--- src/rtl/muldiv_pkg.sv ---
// Shared constants for the multi-cycle multiply/divide unit.
//   - FSM state encoding (IDLE / RUN / FINISH)
//   - operation select encoding for the op input
package muldiv_pkg;

    localparam logic [1:0] ST_IDLE   = 2'd0;
    localparam logic [1:0] ST_RUN    = 2'd1;
    localparam logic [1:0] ST_FINISH = 2'd2;

    localparam logic OP_MULU = 1'b0;
    localparam logic OP_DIVU = 1'b1;

endpackage : muldiv_pkg

--- src/rtl/muldiv_sequencer_adder.sv ---
// Parameterised WIDTH-bit ripple-carry adder/subtractor.
// Ports:
//   a, b       operands
//   sub        0: sum = a + b, 1: sum = a - b (two's complement, carry-in = 1)
//   sum        WIDTH-bit result
//   carry_out  carry out of the MSB; for subtraction 1 means "no borrow" (a >= b)
// Only sum and carry_out are provided; the sequencer has no use for
// signed overflow or set-less-than, so those flags are not built here.
module muldiv_sequencer_adder #(
    parameter int WIDTH = 16
) (
    input  logic [WIDTH-1:0] a,
    input  logic [WIDTH-1:0] b,
    input  logic             sub,
    output logic [WIDTH-1:0] sum,
    output logic             carry_out
);

    logic [WIDTH:0]   carry;
    logic [WIDTH-1:0] b_eff;

    // Subtraction is a + ~b + 1: invert b and inject the +1 as carry-in.
    assign carry[0] = sub;
    assign b_eff    = b ^ {WIDTH{sub}};

    generate
        for (genvar gi = 0; gi < WIDTH; gi++) begin : g_bit
            assign sum[gi]     = a[gi] ^ b_eff[gi] ^ carry[gi];
            assign carry[gi+1] = (a[gi] & b_eff[gi]) | (carry[gi] & (a[gi] ^ b_eff[gi]));
        end
    endgenerate

    assign carry_out = carry[WIDTH];

endmodule : muldiv_sequencer_adder

--- src/rtl/muldiv_sequencer.sv ---
// Multi-cycle unsigned multiply (shift-and-add) / divide (restoring) unit that
// shares one WIDTH-bit ripple adder/subtractor, one add or subtract per clock.
// Ports:
//   clk          rising-edge clock
//   rst_n        synchronous active-low reset
//   start        request, sampled only in IDLE
//   op           0 = MULU, 1 = DIVU
//   A, B         multiplicand/dividend, multiplier/divisor
//   busy         high while iterating (RUN)
//   done         one-cycle pulse, results valid in this cycle
//   result_lo    MULU: product low half;  DIVU: quotient
//   result_hi    MULU: product high half; DIVU: remainder
//   div_by_zero  DIVU with B = 0; cleared on the next accepted start
module muldiv_sequencer
    import muldiv_pkg::*;
#(
    parameter  int WIDTH = 16,
    localparam int CNT_W = $clog2(WIDTH) + 1
) (
    input  logic             clk,
    input  logic             rst_n,
    input  logic             start,
    input  logic             op,
    input  logic [WIDTH-1:0] A,
    input  logic [WIDTH-1:0] B,
    output logic             busy,
    output logic             done,
    output logic [WIDTH-1:0] result_lo,
    output logic [WIDTH-1:0] result_hi,
    output logic             div_by_zero
);

    logic [1:0]       state_reg;
    logic             op_reg;
    // acc_reg is hi (MULU) / rem (DIVU); shq_reg is lo (MULU) / quo (DIVU);
    // opnd_reg is mcand (MULU) / dvsr (DIVU).
    logic [WIDTH-1:0] acc_reg;
    logic [WIDTH-1:0] shq_reg;
    logic [WIDTH-1:0] opnd_reg;
    logic [CNT_W-1:0] cnt_reg;
    logic [WIDTH-1:0] result_lo_reg;
    logic [WIDTH-1:0] result_hi_reg;
    logic             dbz_reg;

    logic [WIDTH-1:0] rem_shift;
    logic [WIDTH-1:0] adder_a;
    logic [WIDTH-1:0] adder_sum;
    logic             adder_cout;
    logic [WIDTH-1:0] acc_next;
    logic [WIDTH-1:0] shq_next;
    logic             div_take;

    // Remainder shifted left by one with the next dividend bit brought in.
    // The bit shifted out (acc_reg[WIDTH-1]) is the implicit 17th bit of the
    // partial remainder; if set, the subtraction always succeeds.
    assign rem_shift = {acc_reg[WIDTH-2:0], shq_reg[WIDTH-1]};
    assign adder_a   = (op_reg == OP_DIVU) ? rem_shift : acc_reg;

    muldiv_sequencer_adder #(
        .WIDTH (WIDTH)
    ) u_adder (
        .a         (adder_a),
        .b         (opnd_reg),
        .sub       (op_reg),
        .sum       (adder_sum),
        .carry_out (adder_cout)
    );

    assign div_take = acc_reg[WIDTH-1] | adder_cout;

    always_comb begin
        acc_next = acc_reg;
        shq_next = shq_reg;
        if (op_reg == OP_MULU) begin
            if (shq_reg[0]) begin
                {acc_next, shq_next} = {adder_cout, adder_sum, shq_reg[WIDTH-1:1]};
            end else begin
                {acc_next, shq_next} = {1'b0, acc_reg, shq_reg[WIDTH-1:1]};
            end
        end else begin
            acc_next = div_take ? adder_sum : rem_shift;
            shq_next = {shq_reg[WIDTH-2:0], div_take};
        end
    end

    always_ff @(posedge clk) begin
        if (!rst_n) begin
            state_reg     <= ST_IDLE;
            op_reg        <= OP_MULU;
            acc_reg       <= '0;
            shq_reg       <= '0;
            opnd_reg      <= '0;
            cnt_reg       <= '0;
            result_lo_reg <= '0;
            result_hi_reg <= '0;
            dbz_reg       <= 1'b0;
        end else begin
            case (state_reg)
                ST_IDLE: begin
                    if (start) begin
                        op_reg  <= op;
                        cnt_reg <= CNT_W'(WIDTH);
                        dbz_reg <= 1'b0;
                        acc_reg <= '0;
                        if (op == OP_MULU) begin
                            shq_reg  <= B;
                            opnd_reg <= A;
                        end else begin
                            shq_reg  <= A;
                            opnd_reg <= B;
                        end
                        if (op == OP_DIVU && B == '0) begin
                            // Skip iterating: results are fixed by definition.
                            state_reg     <= ST_FINISH;
                            dbz_reg       <= 1'b1;
                            result_lo_reg <= '1;
                            result_hi_reg <= A;
                        end else begin
                            state_reg <= ST_RUN;
                        end
                    end
                end
                ST_RUN: begin
                    acc_reg <= acc_next;
                    shq_reg <= shq_next;
                    if (cnt_reg != '0) begin
                        cnt_reg <= cnt_reg - CNT_W'(1);
                    end
                    // Last iteration: both operations leave hi/rem in acc and
                    // lo/quo in shq, so the result mapping is shared.
                    if (cnt_reg <= CNT_W'(1)) begin
                        state_reg     <= ST_FINISH;
                        result_hi_reg <= acc_next;
                        result_lo_reg <= shq_next;
                    end
                end
                ST_FINISH: begin
                    state_reg <= ST_IDLE;
                end
                default: begin
                    state_reg <= ST_IDLE;
                end
            endcase
        end
    end

    assign busy        = (state_reg == ST_RUN);
    assign done        = (state_reg == ST_FINISH);
    assign result_lo   = result_lo_reg;
    assign result_hi   = result_hi_reg;
    assign div_by_zero = dbz_reg;

endmodule : muldiv_sequencer

--- config.mk ---
export PLATFORM = sky130hd
export DESIGN_NAME = muldiv_sequencer
export DESIGN_NICKNAME = d
export VERILOG_FILES = /design/src/rtl/muldiv_pkg.sv /design/src/rtl/muldiv_sequencer_adder.sv /design/src/rtl/muldiv_sequencer.sv
export SDC_FILE = /design/constraint.sdc
export NUM_CORES = 1
export LEC_CHECK = 0
export ABC_CLOCK_PERIOD_IN_PS = 8000
export CAP_MARGIN = 20
export CORE_ASPECT_RATIO = 1.25
export CORE_MARGIN = 2
export CORE_UTILIZATION = 26
export DETAILED_ROUTE_END_ITERATION = 7
export PLACE_DENSITY = 0.48
export SYNTH_ARGS = -nofsm -noshare
export SYNTH_HDL_FRONTEND = slang
export SYNTH_HIERARCHICAL = 1
export SYNTH_SLANG_ARGS = --single-unit
--- constraint.sdc ---
create_clock -name clk -period 8 [get_ports clk]
set_input_delay 0.8 -clock clk [delete_from_list [all_inputs] [get_ports clk]]
set_output_delay 0.8 -clock clk [all_outputs]
set_load 0.01 [all_outputs]
==> impl_metrics.yaml <==
cells_and_area:
  multiInputGateArea_mm2: 0.00325
  final_common_cell: "dfxtp_1"
  area_growth_syn_to_layout_pct: 21.8
  seq_area_mm2: 0.00178
  nFillCells: 2200
  final_cell_mix: "dfxtp_1, nand2_1, clkdlybuf4s50_1"
  drive_gt1_frac: 0.0789
  fin_nets: 733
  diodes: 0
flow_run:
  maxCapViolations: 0
worst_setup_path:
  worst_path_largest_cell_delay_ns: 0.43
  end_kind: "register"
  crit_arrival_ns: 7.83
  start_kind: "register"
  crit_path_top_delay_cell: "fa_1"
  worst_ep_required_time_ns: 8.18
  cp_common_cell: "fa_1"
  crit_path_max_fanout: 14
  crit_type: "reg -> reg"
  path_cells: "mux2_2 -> mux2_2 -> fa_1 -> inv_1 -> fa_1 -> fa_1 -> fa_1 -> fa_2 -> fa_2 -> fa_1 -> fa_1 -> fa_1 -> fa_1 -> fa_1 -> fa_2 -> fa_2 -> fa_1 -> inv_1 -> fa_2 -> buf_6 -> nor2_1 -> a211o_1 -> nand3_1 -> a311oi_2"
synth:
  synth_top_cell_area_share: 0.324
  yosys_warnings: 6
  synth-seq-cells: 89
  synth_edf_count: 0
  yosysUniqueCellTypes: 49
  yosys_most_used_dff: "dfxtp_1"
  syn-num-nets: 700
  synth.yosys.seq_area_share: 0.324
  synth_area_mm2: 0.00550
  syn_area_per_cell_um2: 8.49
  yosysTopAreaCell: "dfxtp_1"
  synthArstFlopShare: 0
  synthTopCellsByArea: "dfxtp_1, mux2i_1, nand2_1"
  synth_cells: 647
power_and_ir_drop:
  irDropWorstVdd_uv: 96.6
  power-per-cell-area_mw_per_mm2: 219
  leakagePower_nw: 2.37
  p_total_w: 0.00146
drt:
  detail_route.first_pass.iterations: 4
  wl_per_cell_um: 17.2
  vias: 4879
  totalWireLength_um: 16500
  drc_errors: 0
  drt_iter0_drc: 287
  via_per_inst: 5.09
  ant_nets: 0
placed_design:
  place_hpwl_um: 11300
  gp_congestion: 0.800
  io_buffer_count: 70
  dp_worst_setup_slack_ns: 0.0707
clocking:
  holdBufCountCts: 0
  worst_skew_pair.late_latency_ns: 0.34
  cts-root-buf: "clkbuf_16"
  post_cts_resized: 0
  cts_tree: "yes"
  cts_max_path_buffers: 2
  clk_pin_slew_worst_paths_ns: 0.07
  post_cts_buffers: 0
  numCtsBuffers: 9
  cts_max_level: 3
  cts_sinks: 89
global_routing:
  grt_overflow: 0
  antenna_found_initial: 0
  grt_pass1_vias: 4976
  grt_pass1_wl_um: 26700
  groute.usage.overall: 0.150
  grt_max_degree: 69
floorplanning:
  die_y_um: 167
  die_x_um: 134
  rows: 59
  dieArea_mm2: 0.0223
  start_util: 0.264
  core-area_mm2: 0.0208
  io_pins: 71
sta:
  maxSlewHeadroom: 0.310
  fin_ws_ns: 0.346
  fin_tns_setup_ns: 0
  fmax_mhz: 131
  post-route-min-period_ns: 7.65
  setup_viol: 0
  hold_viol: 0
  final_max_slew_viol_count: 0
  finalCritPeriodShare: 0.957
  rsz0062_at_grt: "no"
  fin_skew_ns: 0.00669
  tightest_slew_ns: 1.03
worst_hold_path:
  hold_class: "reg -> reg"
status:
  outcome: "finished, final reports clean"
## cell usage after synthesis (all sizes together) (12+ instances only)
library cell  instances
inv                  46
o311ai               12
xnor2                15
nand2b               17
fa                   15
o311a                14
mux2i                52
nand2                82
nor2                 41
nand3                15
a311oi               15
dfxtp                89
a21oi                24
o211ai               29
clkbuf               29
buf                  33
o21ai                28
a32oi                14
a211oi               33
## metrics by stage
stage	cell area, um2	std cells	hold WS [ns]	util
detailed placement	6310	942	0.466	0.303
finish	6690	958	0.476	0.322
CTS	6630	957	0.475	0.318
global placement	6310	942	0.464	0.303
global route	6690	958	0.495	0.322
floorplan	5500	647	0.446	-
## critical path: cells and delay by family (launching register included)
family                   cells  cell delay [ns]
AND/OR/NAND/NOR              2             0.24
multiplexers                 2             0.41
flip-flops                   1             0.36
AO/OA/AOI/OAI                2             0.49
buffers and inverters        3             0.30
adder cells (fa/ha/maj)     15             5.69
## area by class of cell
cell class	count	area share
multi-input combinational	450	0.486
sequential	89	0.266
timing repair buffer	84	0.124
tap	274	0.0512
clock buffer	9	0.0336
inverter	46	0.0258
clock inverter	6	0.0135
## power breakdown
group	internal, W	switching, W	total, W
Sequential	0.000502	0.0000486	0.000551
Combinational	0.000202	0.000246	0.000448
Clock	0.000274	0.000191	0.000465
Total	0.000978	0.000485	0.00146
## kinds of logic (layout without fill, tap and decap cells)
group | after synthesis | in the layout | synth area share
AOI/OAI and AO/OA | 183 | 183 | 0.244
and+or+nand+nor | 173 | 173 | 0.142
buffers and inverters | 108 | 145 | 0.0929
DFF | 89 | 89 | 0.324
muxes | 59 | 59 | 0.109
xor gates and xnor gates | 18 | 18 | 0.0287
adders and majority gates | 17 | 17 | 0.0592
## layer usage
metal	vias to the layer above	global-route usage	share of wire
met5	-	0	0
met4	0	0.0613	0.028
met3	23	0.0192	0.033
met2	123	0.258	0.50
met1	2349	0.188	0.44
li1	2384	-	-
## final timing paths
kind                            slack [ns]           end    startpoint  cells after the start
worst max-delay path                  0.35  result_hi[0]        op_reg                     24
worst min-delay path                  0.48  result_lo[0]  result_lo[0]                      2
worst max register to register        0.35  result_hi[0]        op_reg                     24
worst min register to register        0.48  result_lo[0]  result_lo[0]                      2
No activity file was read; power rests on OpenSTA's default activity.
